<file path="src/rtl/spi_rx_fifo_pkg.sv">
// Shared SPI definitions: FSM states, mode codes, clog2 helper.
// Reused by the RX FIFO receiver and later TX/master blocks.
package spi_rx_fifo_pkg;

  typedef enum logic {
    SPI_RX_IDLE  = 1'b0,
    SPI_RX_SHIFT = 1'b1
  } spi_rx_state_e;

  localparam logic [1:0] SPI_MODE0 = 2'd0;
  localparam logic [1:0] SPI_MODE1 = 2'd1;
  localparam logic [1:0] SPI_MODE2 = 2'd2;
  localparam logic [1:0] SPI_MODE3 = 2'd3;

  function automatic int spi_clog2(input int v);
    int r;
    r = 0;
    for (int i = 0; i < 31; i++)
      if ((1 << i) < v) r = i + 1;
    return r;
  endfunction

endpackage

</file>
<file path="src/rtl/spi_rx_fifo_sync_fifo.sv">
// First-word-fall-through FIFO, extra-MSB pointers.
// A push while full only lands if a pop frees a slot.
module sync_fifo
  import spi_rx_fifo_pkg::*;
#(
  parameter int WIDTH = 8,
  parameter int DEPTH = 4
) (
  input  logic             clk,
  input  logic             prst,
  input  logic             push,
  input  logic [WIDTH-1:0] din,
  input  logic             pop,
  output logic [WIDTH-1:0] dout,
  output logic             full,
  output logic             empty
);

  localparam int AW = spi_clog2(DEPTH);

  logic [AW:0]      wr_q;
  logic [AW:0]      rd_q;
  logic [WIDTH-1:0] mem_q [DEPTH];
  logic             wr_en;
  logic             rd_en;

  assign empty = (wr_q == rd_q);
  assign full  = (wr_q[AW] != rd_q[AW]) &&
                 (wr_q[AW-1:0] == rd_q[AW-1:0]);
  assign rd_en = pop & ~empty;
  assign wr_en = push & (~full | rd_en);
  assign dout  = mem_q[rd_q[AW-1:0]];

  // Storage and pointer update
  always_ff @(posedge clk or posedge prst) begin
    if (prst) begin
      wr_q <= '0;
      rd_q <= '0;
      for (int i = 0; i < DEPTH; i++)
        mem_q[i] <= '0;
    end else begin
      if (wr_en) begin
        mem_q[wr_q[AW-1:0]] <= din;
        wr_q <= wr_q + 1'b1;
      end
      if (rd_en)
        rd_q <= rd_q + 1'b1;
    end
  end

endmodule

</file>
<file path="src/rtl/spi_rx_fifo.sv">
// SPI slave receiver oversampled in clk, words queued in a FWFT FIFO.
// Define SPI_RX_FIFO_ERR_CNT_EN for saturating overrun/frame-error counters.
module spi_rx_fifo
  import spi_rx_fifo_pkg::*;
#(
  parameter int         DATA_LENGTH = 8,
  parameter int         FIFO_DEPTH  = 4,
  parameter logic [1:0] MODE        = SPI_MODE0,
  parameter bit         MSB_FIRST   = 1'b1
) (
  input  logic                   clk,
  input  logic                   prst,
  input  logic                   sck,
  input  logic                   ss,
  input  logic                   rx,
  output logic [DATA_LENGTH-1:0] data_out,
  output logic                   data_valid,
  input  logic                   data_ready,
  output logic                   busy,
  output logic                   overrun,
  output logic                   frame_err
`ifdef SPI_RX_FIFO_ERR_CNT_EN
  ,
  output logic [7:0]             overrun_cnt,
  output logic [7:0]             frame_err_cnt,
  input  logic                   clr_cnt
`endif
);

  localparam logic CPOL = MODE[1];
  localparam logic CPHA = MODE[0];
  localparam int   CW   = spi_clog2(DATA_LENGTH + 1);
  localparam logic [CW-1:0] LAST = CW'(DATA_LENGTH);

  logic [2:0] sck_q;
  logic [1:0] ss_q;
  logic [1:0] rx_q;
  logic       sck_rise;
  logic       sck_fall;
  logic       sample;
  logic       ss_s;
  logic       rx_s;

  spi_rx_state_e          state_q;
  logic [CW-1:0]          cnt_q;
  logic [CW-1:0]          cnt_d;
  logic [DATA_LENGTH-1:0] sh_q;
  logic [DATA_LENGTH-1:0] sh_d;
  logic [DATA_LENGTH-1:0] sh_base;
  logic [CW-1:0]          cnt_base;
  logic [DATA_LENGTH-1:0] word_q;
  logic                   push_q;
  logic                   fe_q;
  logic                   busy_q;
  logic                   ovr_q;

  logic fifo_full;
  logic fifo_empty;
  logic fifo_pop;

  // Two-flop synchronisers; third sck flop for edge detect
  always_ff @(posedge clk or posedge prst) begin
    if (prst) begin
      sck_q <= {3{CPOL}};
      ss_q  <= 2'b11;
      rx_q  <= 2'b00;
    end else begin
      sck_q <= {sck_q[1:0], sck};
      ss_q  <= {ss_q[0], ss};
      rx_q  <= {rx_q[0], rx};
    end
  end

  assign sck_rise = sck_q[1] & ~sck_q[2];
  assign sck_fall = ~sck_q[1] & sck_q[2];
  // Rising edge samples when CPOL and CPHA agree
  assign sample   = (CPOL == CPHA) ? sck_rise : sck_fall;
  assign ss_s     = ss_q[1];
  assign rx_s     = rx_q[1];

  // Next shift/count value; a fresh frame starts from zero
  always_comb begin
    sh_base  = (state_q == SPI_RX_IDLE) ? '0 : sh_q;
    cnt_base = (state_q == SPI_RX_IDLE) ? '0 : cnt_q;
    cnt_d    = cnt_base + 1'b1;
    if (MSB_FIRST)
      sh_d = {sh_base[DATA_LENGTH-2:0], rx_s};
    else
      sh_d = {rx_s, sh_base[DATA_LENGTH-1:1]};
  end

  // Frame FSM with registered push, busy and frame-error pulse
  always_ff @(posedge clk or posedge prst) begin
    if (prst) begin
      state_q <= SPI_RX_IDLE;
      cnt_q   <= '0;
      sh_q    <= '0;
      word_q  <= '0;
      push_q  <= 1'b0;
      fe_q    <= 1'b0;
      busy_q  <= 1'b0;
    end else begin
      push_q <= 1'b0;
      fe_q   <= 1'b0;
      unique case (state_q)
        SPI_RX_IDLE: begin
          busy_q <= 1'b0;
          if (!ss_s) begin
            state_q <= SPI_RX_SHIFT;
            busy_q  <= 1'b1;
            if (sample) begin
              sh_q  <= sh_d;
              cnt_q <= cnt_d;
            end else begin
              sh_q  <= '0;
              cnt_q <= '0;
            end
          end
        end
        SPI_RX_SHIFT: begin
          if (ss_s) begin
            state_q <= SPI_RX_IDLE;
            busy_q  <= 1'b0;
            fe_q    <= (cnt_q != '0);
            cnt_q   <= '0;
            sh_q    <= '0;
          end else if (sample) begin
            sh_q <= sh_d;
            if (cnt_d == LAST) begin
              push_q <= 1'b1;
              word_q <= sh_d;
              cnt_q  <= '0;
            end else begin
              cnt_q <= cnt_d;
            end
          end
        end
        default: state_q <= SPI_RX_IDLE;
      endcase
    end
  end

  assign fifo_pop = data_ready & ~fifo_empty;

  sync_fifo #(
    .WIDTH (DATA_LENGTH),
    .DEPTH (FIFO_DEPTH)
  ) u_fifo (
    .clk   (clk),
    .prst  (prst),
    .push  (push_q),
    .din   (word_q),
    .pop   (fifo_pop),
    .dout  (data_out),
    .full  (fifo_full),
    .empty (fifo_empty)
  );

  // Dropped-word pulse: push into a full FIFO with no pop
  always_ff @(posedge clk or posedge prst) begin
    if (prst) ovr_q <= 1'b0;
    else      ovr_q <= push_q & fifo_full & ~fifo_pop;
  end

  assign data_valid = ~fifo_empty;
  assign busy       = busy_q;
  assign overrun    = ovr_q;
  assign frame_err  = fe_q;

`ifdef SPI_RX_FIFO_ERR_CNT_EN
  logic [7:0] ovr_cnt_q;
  logic [7:0] fe_cnt_q;

  // Saturating error counters; clear beats increment
  always_ff @(posedge clk or posedge prst) begin
    if (prst) begin
      ovr_cnt_q <= '0;
      fe_cnt_q  <= '0;
    end else if (clr_cnt) begin
      ovr_cnt_q <= '0;
      fe_cnt_q  <= '0;
    end else begin
      if (ovr_q && ovr_cnt_q != 8'hFF)
        ovr_cnt_q <= ovr_cnt_q + 1'b1;
      if (fe_q && fe_cnt_q != 8'hFF)
        fe_cnt_q <= fe_cnt_q + 1'b1;
    end
  end

  assign overrun_cnt   = ovr_cnt_q;
  assign frame_err_cnt = fe_cnt_q;
`endif

endmodule
</file>
<file path="config.mk">
export PLATFORM = sky130hd
export DESIGN_NAME = spi_rx_fifo
export DESIGN_NICKNAME = d
export VERILOG_FILES = /design/src/rtl/spi_rx_fifo_pkg.sv /design/src/rtl/spi_rx_fifo_sync_fifo.sv /design/src/rtl/spi_rx_fifo.sv
export SDC_FILE = /design/constraint.sdc
export NUM_CORES = 1
export LEC_CHECK = 0
export ABC_AREA = 1
export CAP_MARGIN = 40
export CELL_PAD_IN_SITES_DETAIL_PLACEMENT = 1
export CELL_PAD_IN_SITES_GLOBAL_PLACEMENT = 2
export CORE_ASPECT_RATIO = 2
export CORE_UTILIZATION = 34
export DETAILED_ROUTE_END_ITERATION = 10
export MAX_ROUTING_LAYER = met4
export PLACE_DENSITY_LB_ADDON = 0.2
export SYNTH_ARGS = -nofsm -noshare
export SYNTH_HDL_FRONTEND = slang
export SYNTH_HIERARCHICAL = 1
export SYNTH_SLANG_ARGS = --single-unit
</file>
<file path="constraint.sdc">
create_clock -name clk -period 1.7 [get_ports clk]
set_input_delay 0.34 -clock clk [delete_from_list [all_inputs] [get_ports clk]]
set_output_delay 0.34 -clock clk [all_outputs]
set_load 0.01 [all_outputs]
</file>
==> results of run 1 <==
==> final cells by class <==
cell class              instances  area, sq um
flip-flops and latches         69         1730
fillers                      1098         5080
clock buffers                  12          256
inverters                      26          105
repair buffers                 56          536
multi-input cells             246         1480
clock inverters                 4         70.1
well taps                     104          130
==> cell families (layout without fill, tap and decap cells) <==
| logic type | Yosys count | in the layout | synth area share (%) |
|---|---|---|---|
| compound gates | 36 | 36 | 6.29 |
| xor+xnor | 2 | 2 | 1.10 |
| flops | 69 | 69 | 52.3 |
| buf+inv | 43 | 98 | 7.38 |
| simple gates | 202 | 203 | 31.0 |
| fa+ha+maj | 5 | 5 | 1.89 |
==> per-layer routing <==
layer / vias to the layer above / GRT usage (%)
met5: - / -
met4: 0 / 8.67
met3: 9 / 2.34
met2: 18 / 38.1
met1: 1369 / 20.1
li1: 1300 / -
==> what timing repair did <==
item	4_1_cts	5_1_grt
endpoints found under the hold margin	0	0
hold buffers	0	0
setup buffers	12	1
gates cloned	3	1
endpoints found under the setup margin	44	47
pin swaps	14	7
resized for setup	85	23
==> power breakdown <==
group | internal, mW | leakage, nW | switching [mW]
clock | 1.36 | 0.163 | 0.687
combinational | 0.0409 | 1.09 | 0.0762
sequential | 1.66 | 0.939 | 0.0191
==> stage by stage <==
stage | cell area, sq um | util [%] | worst slack, ns
finish | 4300 | 45.9 | -0.0858
global route | 4300 | 45.9 | -0.207
CTS | 4190 | 44.6 | -0.0737
detailed placement | 3700 | 39.4 | -0.167
global placement | 3700 | 39.4 | -0.140
floorplan | 3310 | - | -0.000196
==> worst max path at each step <==
stage	to	startpoint	slack, ns	depth (start not counted)
floorplan	u_fifo/mem_q[24]	u_fifo/rd_q[0]	-0.0002	11
global placement	u_fifo/mem_q[25]	u_fifo/rd_q[0]	-0.14	10
detailed placement	u_fifo/mem_q[25]	u_fifo/rd_q[0]	-0.17	10
CTS	u_fifo/mem_q[28]	u_fifo/rd_q[0]	-0.07	12
global route	u_fifo/mem_q[27]	u_fifo/rd_q[0]	-0.21	12
finish	u_fifo/mem_q[10]	u_fifo/rd_q[0]	-0.09	11
==> state kept, by name, indices dropped and copies added, names as in the netlist <==
| name | flops |
|---|---|
| busy | 1 |
| cnt_q | 4 |
| frame_err | 1 |
| overrun | 1 |
| push_q | 1 |
| rx_q | 2 |
| sck_q | 3 |
| sh_q | 7 |
| ss_q | 2 |
| state_q | 1 |
| u_fifo/mem_q | 32 |
| u_fifo/rd_q | 3 |
| u_fifo/wr_q | 3 |
| word_q | 8 |
==> cell usage in the layout (no fill, tap or decap), drive strengths merged <==
cell type / netlist / routed
xnor2: 2 / 2
nand2: 114 / 114
a31oi: 1 / 1
inv: 26 / 26
ha: 5 / 5
clkinv: 0 / 2
clkdlybuf4s50: 0 / 8
nand4: 36 / 37
o21ai: 20 / 20
nand3: 23 / 23
o21a: 1 / 1
and3: 1 / 1
clkbuf: 1 / 13
bufinv: 0 / 2
nor2: 28 / 28
buf: 16 / 47
dfrtp: 67 / 67
a21oi: 1 / 1
dfstp: 2 / 2
o22ai: 13 / 13
==> reports/qor_table.md, run 1 <==
| Parameter | Value |
|:---|:---|
| Result of the run | complete, but fails checks |
| Violated checks | negative setup slack |
| Critical path data required time | 1.92 ns |
| Placed Cells incl. Taps | 487 |
| Horizontal die dimension | 71.7 um |
| Slowest library cell on the worst path | sky130_fd_sc_hd__dfrtp_1 |
| Startpoint of the lowest-slack register-to-register path | u_fifo/rd_q[0] |
| Post-layout min period | 1.79 ns |
| # Max-Cap Violations | 0 |
| Sink of the worst hold path | rx_q[1] |
| Number of standard cells in the layout, taps in and fillers out | 517 |
| Final routed DRC violation total | 0 |
| Post-synth design cell area | 3300 sq um |
| Origin of the worst min-delay path | rx_q[0] |
| Number of max-slew violations in the final report | 0 |
| Library cell with the largest summed area after synthesis | sky130_fd_sc_hd__dfrtp_1 |
| Clock transition time at the flip-flop clock pins of the worst setup and hold paths | 0.05 ns |
| Number of global-route vias before repair | 2,870 |
| Setup violation total in the final timing report | 43 |
| Most frequent cell after synthesis | sky130_fd_sc_hd__nand2_1 |
| Die Ht | 141 um |
| Power after layout | 3.85 mW |
| All-Layer GR Usage | 20.1% |
| Dominant delay contributor by cell family on the critical path | buffers and inverters |
| Leakage power | 2.19 nW |
| Average wire per cell in the routed design | 17.1 um |
| Critical path launch point type | register |
| #FFs+latches synth | 69 |
| CORE AREA | 9380 sq um |
| Power density over the cells | 894 nW/um^2 |
| Number of top-level pins | 18 |
| Number of detailed-route iterations in the first pass | 4 |
| Most repeated library cell on the critical path | sky130_fd_sc_hd__buf_6 |
| Highest routed metal layer | met4 |
| Dominant register cell in the synthesized netlist | sky130_fd_sc_hd__dfrtp_1 |
| Normalized max-slew margin | 67.2% |
| Layout cell share with drive strength beyond 1 | 28.3% |
| Maximum vdd ir drop | 0.656 mV |
| Count of nets left with antenna violations after detail routing | 0 |
| Final estimated routing congestion in global placement | 0.731 |
| Signed area change from the synthesized netlist to the final layout | 30.2% |
| Slew at the pin closest to its max-slew limit | 0.492 ns |
| Depth of the worst register-to-register path | 11 |
| Total routed wire length on the met1 layer | 3300 um |
| Yosys top cell area share | 50.7% |
| Estimated wirelength of the detail-placed design | 6230 um |
| Hold WC Path Type | register to register |
| Met2 wirelength from detailed routing | 5270 um |
| Period Utilization, post-route | 105% |
| Largest driver fanout on the critical path | 13 |
| Global route total overflow | 0 |
| Top area cells in the synthesized netlist | sky130_fd_sc_hd__dfrtp_1 (51%), sky130_fd_sc_hd__nand2_1 (12%), sky130_fd_sc_hd__nand4_1 (6.6%), sky130_fd_sc_hd__o21ai_0 (2.7%), sky130_fd_sc_hd__inv_1 (2.6%) |
| Worst clock skew | 0.00568 ns |
| Unique cell type count in the Yosys netlist | 33 |
| Diode count | 0 |
| Count of standard-cell rows | 50 |
| Cells after Synth | 357 |
| Total detailed-routing wirelength | 8860 um |
| Syn Area/Cell | 9.26 sq um |
| Async S/R FF share, synth | 100% |
| Syn Nets | 368 |
| Fmax | 0.560 GHz |
| H-tree levels | 3 |
| Combined buffer and inverter count along the critical path | 5 |
| Per-cell via count in the routed design | 5.21 |
| CTS tree | done |
| Depth of the worst hold-timing path | 0 |
| CTS Buffer Depth | 2 |
| Routed vias | 2,696 |
| RSZ-0062 raised after global routing | yes |
| Number of antenna violations at the first check in global routing | 0 |
| Worst path cell trace | buf_6 -> xnor2_4 -> nand4_1 -> inv_2 -> buf_6 -> nor2_4 -> inv_2 -> nand4_4 -> buf_6 -> nand4_1 -> nand2_1 |
| Worst reg2reg setup slack | -0.09 ns |
| Master cell of the clock root buffer | sky130_fd_sc_hd__clkbuf_16 |
| Initial DRC Count | 96 |
| Sequential-to-total area share from yosys stat | 52.3% |
| Synth cell count leaders | sky130_fd_sc_hd__nand2_1 (110), sky130_fd_sc_hd__dfrtp_1 (67), sky130_fd_sc_hd__nand4_1 (35) |
| EDFF count, synth | 0 |
| Worst flop-to-flop path endpoint | u_fifo/mem_q[10] |
| Die footprint | 10,100 sq um |
| Category of the worst setup path capture point | register |
| Hold Vio Cnt, Final | 0 |
| Clock network latency to the later pin of the worst-skew pair | 0.33 ns |
| Net total in the final layout | 419 |
| WL met3 | 115 um |
| Total of buffers placed on input and output ports | 17 |
| Clock sink total | 69 |
| Arrival time of data at the critical path endpoint | 2.01 ns |
| Maximum cell stage delay along the critical path | 0.40 ns |
| TritonCTS Buffers | 9 |
| Worst Setup Path Type | register to register |
| Effective utilization at floorplan | 35.2% |
| Wire length of the first global-routing pass | 14,800 um |
| Setup tns final | -2.56 ns |
| Ys Warns | 6 |
| Largest net degree at the start of global routing | 39 |
| Final Hold Slack | 0.347 ns |
| Final worst slack | -0.0858 ns |
No activity file was read; power rests on OpenSTA's default activity.
==> inputs of run 2 (changes only) <==
- CORE_MARGIN: unset -> 4
- PLACE_DENSITY_LB_ADDON: 0.2 -> 0.1
==> run 2 against run 1 <==
Compared with the run above:
- the flow still finishes with violations (negative setup slack)
- setup slack got worse by 0.062 ns
- die area rose by 13%
- clock power down 12%
- flip-flop and latch count unchanged
- cell count grew 6.6%
- critical endpoint is now u_fifo/mem_q[2]
- largest power group unchanged
==> reports/qor_table.md, run 2 (synthesis results as in run 1) <==
| Parameter | Value | vs previous |
|:---|:---|:---|
| Critical path launch point type | register |  |
| # Max-Cap Violations | 0 | unchanged |
| Final estimated routing congestion in global placement | 0.764 | +4.5% |
| Number of global-route vias before repair | 2,879 | +0.31% |
| Result of the run | complete, but fails checks |  |
| Arrival time of data at the critical path endpoint | 2.06 ns | +0.05 ns |
| All-Layer GR Usage | 17.2% | -2.9 points |
| Net total in the final layout | 427 | +1.9% |
| Clock network latency to the later pin of the worst-skew pair | 0.33 ns | about the same |
| Depth of the worst register-to-register path | 13 | +2 |
| Layout cell share with drive strength beyond 1 | 30.6% | +2.3 points |
| Normalized max-slew margin | 59.8% | -7.5 points |
| Per-cell via count in the routed design | 4.88 | -6.4% |
| Largest registers | u_fifo/mem_q: 32 flops, word_q: 8 flops, sh_q: 7 flops |  |
| Power density over the cells | 828 nW/um^2 | -7.4% |
| Startpoint of the lowest-slack register-to-register path | u_fifo/rd_q[1] |  |
| Effective utilization at floorplan | 35.0% | -0.23 points |
| CTS Buffer Depth | 2 | unchanged |
| Routed vias | 2,688 | -0.30% |
| Critical path data required time | 1.91 ns | about the same |
| Worst clock skew | 0.00673 ns | +0.00105 ns |
| Largest net degree at the start of global routing | 39 | unchanged |
| Highest routed metal layer | met4 |  |
| Average wire per cell in the routed design | 16.3 um | -4.9% |
| Die footprint | 11,500 sq um | +13% |
| Number of top-level pins | 18 | unchanged |
| CTS tree | done |  |
| CORE AREA | 9450 sq um | +0.67% |
| Number of detailed-route iterations in the first pass | 4 | unchanged |
| Count of nets left with antenna violations after detail routing | 0 | unchanged |
| Fmax | 0.541 GHz | -3.4% |
| Critical Path End | u_fifo/mem_q[2] |  |
| TritonCTS Buffers | 9 | unchanged |
| Period Utilization, post-route | 109% | +3.7 points |
| RSZ-0062 raised after global routing | yes |  |
| Critical path origin | u_fifo/rd_q[1] |  |
| Total routed wire length on the met1 layer | 3320 um | +0.76% |
| Final worst slack | -0.148 ns | -0.0621 ns |
| Max FFs per register | 32 | unchanged |
| Met2 wirelength from detailed routing | 5220 um | -1.0% |
| Count of standard-cell rows | 50 | unchanged |
| Global route total overflow | 0 | unchanged |
| Hold WC Path Type | register to register |  |
| H-tree levels | 3 | unchanged |
| Number of max-slew violations in the final report | 0 | unchanged |
| Largest driver fanout on the critical path | 5 | -8 |
| Maximum vdd ir drop | 0.788 mV | +20% |
| Worst flop-to-flop path endpoint | u_fifo/mem_q[2] |  |
| Hold Vio Cnt, Final | 0 | unchanged |
| Violated checks | negative setup slack |  |
| # fillers | 1,069 | -2.6% |
| Clock transition time at the flip-flop clock pins of the worst setup and hold paths | 0.06 ns | about the same |
| Post-layout min period | 1.85 ns | +0.0621 ns |
| Clock sink total | 69 | unchanged |
| Leakage power | 2.22 nW | +1.5% |
| Master cell of the clock root buffer | sky130_fd_sc_hd__clkbuf_16 |  |
| Number of hold buffers added after cts | 0 | unchanged |
| Wire length of the first global-routing pass | 14,900 um | +0.28% |
| Worst Setup Path Type | register to register |  |
| Total detailed-routing wirelength | 8980 um | +1.3% |
| Initial DRC Count | 94 | -2.1% |
| Signed area change from the synthesized netlist to the final layout | 31.8% |  |
| Die Ht | 147 um | +4.2% |
| Category of the worst setup path capture point | register |  |
| Most frequent cells in the layout | sky130_fd_sc_hd__nand2_1 (91), sky130_fd_sc_hd__dfrtp_1 (67), sky130_fd_sc_hd__nand4_1 (35) |  |
| Largest register by flop count | u_fifo/mem_q |  |
| Worst reg2reg setup slack | -0.15 ns | -0.06 ns |
| Diode count | 0 | unchanged |
| Number of antenna violations at the first check in global routing | 0 | unchanged |
| Power after layout | 3.60 mW | -6.3% |
| Final routed DRC violation total | 0 | unchanged |
| Estimated wirelength of the detail-placed design | 6210 um | -0.28% |
| Horizontal die dimension | 77.7 um | +8.4% |
| Most common library cell in the layout ignoring fill and taps | sky130_fd_sc_hd__nand2_1 |  |
| Post-place setup slack | -0.135 ns | +0.0319 ns |
| Slew at the pin closest to its max-slew limit | 0.604 ns | +0.112 ns |
| Total of buffers placed on input and output ports | 17 | unchanged |
| WL met3 | 191 um | +66% |
| Setup violation total in the final timing report | 44 | +2.3% |
[run 2: cell count changes in the layout (fill, tap and decap cells not counted), sizes merged]
cell	change
bufinv	-1
clkinv	+1
nand3	+1
clkbuf	-1
buf	+8
[run 2: worst min path at each step]
| stage | from | depth (start not counted) | end | slack [ns] |
|---|---|---|---|---|
| after global routing | rx_q[0] | 0 | rx_q[1] | 0.36 |
| after floorplan | rx_q[0] | 0 | rx_q[1] | 0.33 |
| after CTS | rx_q[0] | 0 | rx_q[1] | 0.35 |
| after global placement | sck_q[0] | 0 | sck_q[1] | 0.33 |
| final | rx_q[0] | 0 | rx_q[1] | 0.35 |
| after detailed placement | rx_q[0] | 0 | rx_q[1] | 0.34 |
[run 2: repair_timing]
action / 4_1_cts / 5_1_grt
endpoints found under the setup margin: 44 / 47
gates cloned: 2 / 2
buffers inserted: 14 / 5
pin swaps: 11 / 19
resized for setup: 71 / 31
[run 2: report_power, final]
part	switching [mW]	internal, mW	total (mW)
Clock	0.677	1.13	1.81
Combinational	0.0735	0.0377	0.111
Sequential	0.0189	1.66	1.68
[run 2: layout make-up]
cell class / count / area, sq um / area share (%)
tap: 130 / 163 / 3.74
clock buffer: 12 / 236 / 5.43
sequential: 69 / 1730 / 39.7
inverter: 26 / 103 / 2.36
timing repair buffer: 63 / 583 / 13.4
multi-input combinational: 247 / 1490 / 34.3
clock inverter: 4 / 48.8 / 1.12
[run 2: per-stage QoR]
step	hold WS (ns)	util [%]	cells	area (sq um)	TNS, ns
3_3_place_gp	0.334	39.9	518	3770	-0.877
3_5_place_dp	0.337	39.9	518	3770	-2.26
4_1_cts	0.351	44.8	548	4240	-2.66
6_report	0.348	46.1	551	4350	-3.48
2_1_floorplan	0.331	-	357	3310	-0.000207
5_1_grt	0.363	46.1	551	4350	-8.02
[run 2: worst max-delay path, cell delays in order, from the launching register on]
cell,delay (ns)
sky130_fd_sc_hd__dfrtp_1,0.43
sky130_fd_sc_hd__buf_6,0.15
sky130_fd_sc_hd__nand2_4,0.05
sky130_fd_sc_hd__nand2_4,0.05
sky130_fd_sc_hd__nand4_1,0.11
sky130_fd_sc_hd__inv_2,0.06
sky130_fd_sc_hd__buf_6,0.12
sky130_fd_sc_hd__nor2_4,0.13
sky130_fd_sc_hd__inv_4,0.07
sky130_fd_sc_hd__nand4_4,0.10
sky130_fd_sc_hd__buf_6,0.16
sky130_fd_sc_hd__nand3_4,0.14
sky130_fd_sc_hd__nand2_2,0.12
sky130_fd_sc_hd__nand2_1,0.05
[run 2: metal layers]
layer / global-route usage (%) / up-vias
li1: - / 1327
met1: 17.2 / 1318
met2: 31.8 / 26
met3: 3.54 / 17
met4: 6.95 / 0
met5: - / -
==> inputs of run 3 (changes only) <==
- CORE_UTILIZATION: 34 -> 33
- SYNTH_HIERARCHICAL: 1 -> unset
==> run 3 against run 2 <==
Compared with the run above:
- the flow still finishes with violations (negative setup slack)
- maximum frequency up 4.6%
- worst hold slack hardly changed
- setup slack improved by 0.082 ns
- largest power group unchanged
==> reports/qor_table.md, run 3 <==
| Parameter | Value | vs previous |
|:---|:---|:---|
| Result of the run | complete, but fails checks |  |
| Violated checks | negative setup slack |  |
| Final routed DRC violation total | 0 | unchanged |
| Count of standard-cell rows | 50 | unchanged |
| All-Layer GR Usage | 17.1% | -0.11 points |
| Average wire per cell in the routed design | 18.0 um | +10% |
| Arrival time of data at the critical path endpoint | 1.43 ns | -0.63 ns |
| Cells after Synth | 353 | -1.1% |
| Per-cell via count in the routed design | 5.09 | +4.3% |
| # Max-Cap Violations | 0 | unchanged |
| Startpoint of the lowest-slack register-to-register path | u_fifo.rd_q[0] |  |
| Net Sw Frac | 29.0% | +7.7 points |
| Number of global-route vias before repair | 2,846 | -1.1% |
| Effective utilization at floorplan | 33.8% | -1.2 points |
| Total detailed-routing wirelength | 9180 um | +2.2% |
| Dominant register cell in the synthesized netlist | sky130_fd_sc_hd__dfrtp_1 |  |
| Max FFs per register | 32 | unchanged |
| Number of top-level pins | 18 | unchanged |
| Clock transition time at the flip-flop clock pins of the worst setup and hold paths | 0.05 ns | about the same |
| Critical path launch point type | register |  |
| Worst reg2reg setup slack | 0.06 ns | +0.21 ns |
| Sink of the worst hold path | rx_q[1] |  |
| Synth cell count leaders | sky130_fd_sc_hd__nand2_1 (116), sky130_fd_sc_hd__dfrtp_1 (67), sky130_fd_sc_hd__nand4_1 (33) |  |
| Seq pwr share | 30.5% | -16 points |
| Most frequent cell after synthesis | sky130_fd_sc_hd__nand2_1 |  |
| Syn Area/Cell | 8.92 sq um | -3.6% |
| RSZ-0062 raised after global routing | yes |  |
| Worst clock skew | 0.00608 ns | -0.000655 ns |
| Fmax | 0.566 GHz | +4.6% |
| Number of max-slew violations in the final report | 0 | unchanged |
| Master cell of the clock root buffer | sky130_fd_sc_hd__clkbuf_16 |  |
| Finished Core Util | 44.6% | -1.5 points |
| Leakage power | 2.05 nW | -7.7% |
| Most frequent cells in the layout | sky130_fd_sc_hd__nand2_1 (112), sky130_fd_sc_hd__dfrtp_1 (65), sky130_fd_sc_hd__nand4_1 (33) |  |
| Worst flop-to-flop path endpoint | u_fifo.mem_q[5] |  |
| CTS tree | done |  |
| Power density over the cells | 1390 nW/um^2 | +68% |
| Net total in the final layout | 412 | -3.5% |
| Slew at the pin closest to its max-slew limit | 0.425 ns | -0.179 ns |
| Initial DRC Count | 120 | +28% |
| Largest registers | u_fifo.mem_q: 32 flops, word_q: 8 flops, sh_q: 7 flops |  |
| CTS Buffer Depth | 2 | unchanged |
| Async S/R FF share, synth | 100% | unchanged |
| Reported net switching power | 1.67 mW | +120% |
| H-tree levels | 3 | unchanged |
| Die footprint | 11,300 sq um | -1.7% |
| Largest driver fanout on the critical path | 6 | +1 |
| Final estimated routing congestion in global placement | 0.749 | -2.0% |
| Final worst slack | -0.0659 ns | +0.0819 ns |
| Post-synth design cell area | 3150 sq um | -4.7% |
| Normalized max-slew margin | 71.6% | +12 points |
| Unique cell type count in the Yosys netlist | 28 | -15% |
| Setup violation total in the final timing report | 8 | -82% |
| Number of antenna violations at the first check in global routing | 0 | unchanged |
| Depth of the worst register-to-register path | 12 | -1 |
| Library cell with the largest summed area after synthesis | sky130_fd_sc_hd__dfrtp_1 |  |
| Die Ht | 146 um | -0.86% |
| Largest register by flop count | u_fifo.mem_q |  |
| #FFs+latches synth | 69 | unchanged |
| CORE AREA | 9320 sq um | -1.3% |
| Number of detailed-route iterations in the first pass | 4 | unchanged |
| Int Power | 4.09 mW | +44% |
| Period Utilization, post-route | 104% | -4.8 points |
| Top area cells in the synthesized netlist | sky130_fd_sc_hd__dfrtp_1 (53%), sky130_fd_sc_hd__nand2_1 (14%), sky130_fd_sc_hd__nand4_1 (6.6%), sky130_fd_sc_hd__o21ai_0 (3.3%), sky130_fd_sc_hd__o22ai_1 (3.0%) |  |
| Global route total overflow | 0 | unchanged |
| Signed area change from the synthesized netlist to the final layout | 31.9% | about the same |
| Origin of the worst min-delay path | rx_q[0] |  |
| EDFF count, synth | 0 | unchanged |
| Wire length of the first global-routing pass | 14,500 um | -2.3% |
| Depth of the worst hold-timing path | 0 | unchanged |
| Worst Setup Path Type | register to primary output |  |
| Count of nets left with antenna violations after detail routing | 0 | unchanged |
| # fillers | 1,096 | +2.5% |
| Combinational share of power | 29.1% | +26 points |
| Critical path data required time | 1.36 ns | -0.55 ns |
| TritonCTS Buffers | 9 | unchanged |
| Routed vias | 2,595 | -3.5% |
| Ys Warns | 0 | -6 |
| Sequential-to-total area share from yosys stat | 54.9% | +2.6 points |
| Largest net degree at the start of global routing | 70 | +79% |
| Yosys top cell area share | 53.2% | +2.5 points |
| Syn Nets | 364 | -1.1% |
| Clock network latency to the later pin of the worst-skew pair | 0.33 ns | about the same |
| Post-layout min period | 1.77 ns | -0.0819 ns |
| Most common library cell in the layout ignoring fill and taps | sky130_fd_sc_hd__nand2_1 |  |
| Power share of the clock group | 40.4% | -9.8 points |
| Category of the worst setup path capture point | primary output |  |
| Layout cell share with drive strength beyond 1 | 23.6% | -7.0 points |
| Hold Vio Cnt, Final | 0 | unchanged |
| Estimated wirelength of the detail-placed design | 6100 um | -1.7% |
| Total of buffers placed on input and output ports | 17 | unchanged |
| Post-place setup slack | -0.114 ns | +0.0213 ns |
| Horizontal die dimension | 77.1 um | -0.82% |
| Maximum vdd ir drop | 0.569 mV | -28% |
| Hold WC Path Type | register to register |  |
| Diode count | 0 | unchanged |
| Clock sink total | 69 | unchanged |
==> run 3: cell types whose count changed after synthesis, sizes merged, moves of 4 or more <==
cell    previous run  this run
nand3b             0         6
nand3             23        12
clkbuf             1         6
buf               16        12
nand2            114       121
nor2              28        22
==> run 3: final cells by class <==
class | instances | area (sq um) | share of cell area (%)
clock buffer | 10 | 239 | 5.75
clock inverter | 6 | 134 | 3.22
inverter | 26 | 111 | 2.68
multi-input combinational | 241 | 1310 | 31.5
sequential | 69 | 1730 | 41.7
tap | 104 | 130 | 3.13
timing repair buffer | 53 | 489 | 11.8
timing repair inverter | 1 | 8.76 | 0.211
==> run 3: logic make-up after synthesis <==
group	count (synthesis)	synth area share [%]
AOI/OAI and AO/OA	39	7.03
xor gates and xnor gates	1	0.278
adders and majority gates	5	1.99
buffers and inverters	44	6.75
DFF	69	54.9
and+or+nand+nor	195	29.0
==> run 3: critical path: stages (launching register included) <==
cell and delay [ns]:
sky130_fd_sc_hd__dfrtp_2 0.41, sky130_fd_sc_hd__buf_12 0.15, sky130_fd_sc_hd__buf_8 0.13, sky130_fd_sc_hd__nand2_4 0.06, sky130_fd_sc_hd__nand2_4 0.05, sky130_fd_sc_hd__nor2_4 0.10, sky130_fd_sc_hd__nand2_2 0.06, sky130_fd_sc_hd__buf_6 0.12
==> run 3: through the flow <==
stage / TNS, ns / total power, mW / hold WS, ns / cell area [sq um] / instances
floorplan: 0 / 2.51 / 0.331 / 3150 / 353
global placement: -0.472 / 3.06 / 0.336 / 3580 / 486
detailed placement: -0.566 / 3.08 / 0.338 / 3580 / 486
CTS: -0.833 / 5.50 / 0.350 / 4000 / 505
global route: -0.838 / 6.05 / 0.352 / 4150 / 510
finish: -0.292 / 5.76 / 0.348 / 4150 / 510
==> run 3: what timing repair did <==
action | 4_1_cts | 5_1_grt
endpoints found under the setup margin | 9 | 35
hold buffers | 0 | 0
pin swaps | 1 | 9
resized for setup | 33 | 55
setup buffers | 3 | 3
cloned | 0 | 3
==> run 3: worst max path at each step <==
stage / startpoint / depth (start not counted) / endpoint
floorplan: u_fifo.rd_q[0] / 5 / data_out[6]
global placement: u_fifo.rd_q[1] / 4 / data_out[4]
detailed placement: u_fifo.rd_q[1] / 4 / data_out[4]
CTS: u_fifo.rd_q[0] / 4 / data_out[6]
global route: u_fifo.rd_q[0] / 7 / data_valid
finish: u_fifo.rd_q[0] / 7 / data_valid
==> run 3: layer usage <==
metal,up-vias,track usage [%],share of wire (%)
met2,20,31.6,58
li1,1276,-,-
met5,-,-,0
met3,17,2.53,1.3
met4,0,6.42,2.7
met1,1282,18.1,38
==> run 3: power by group through the flow <==
stage	Clock [mW]	Sequential [mW]	Combinational, mW
finish	2.33	1.76	1.68
global route	2.47	1.77	1.82
CTS	2.39	1.78	1.34
detailed placement	0	1.78	1.29
global placement	0	1.78	1.28
floorplan	0	1.76	0.746
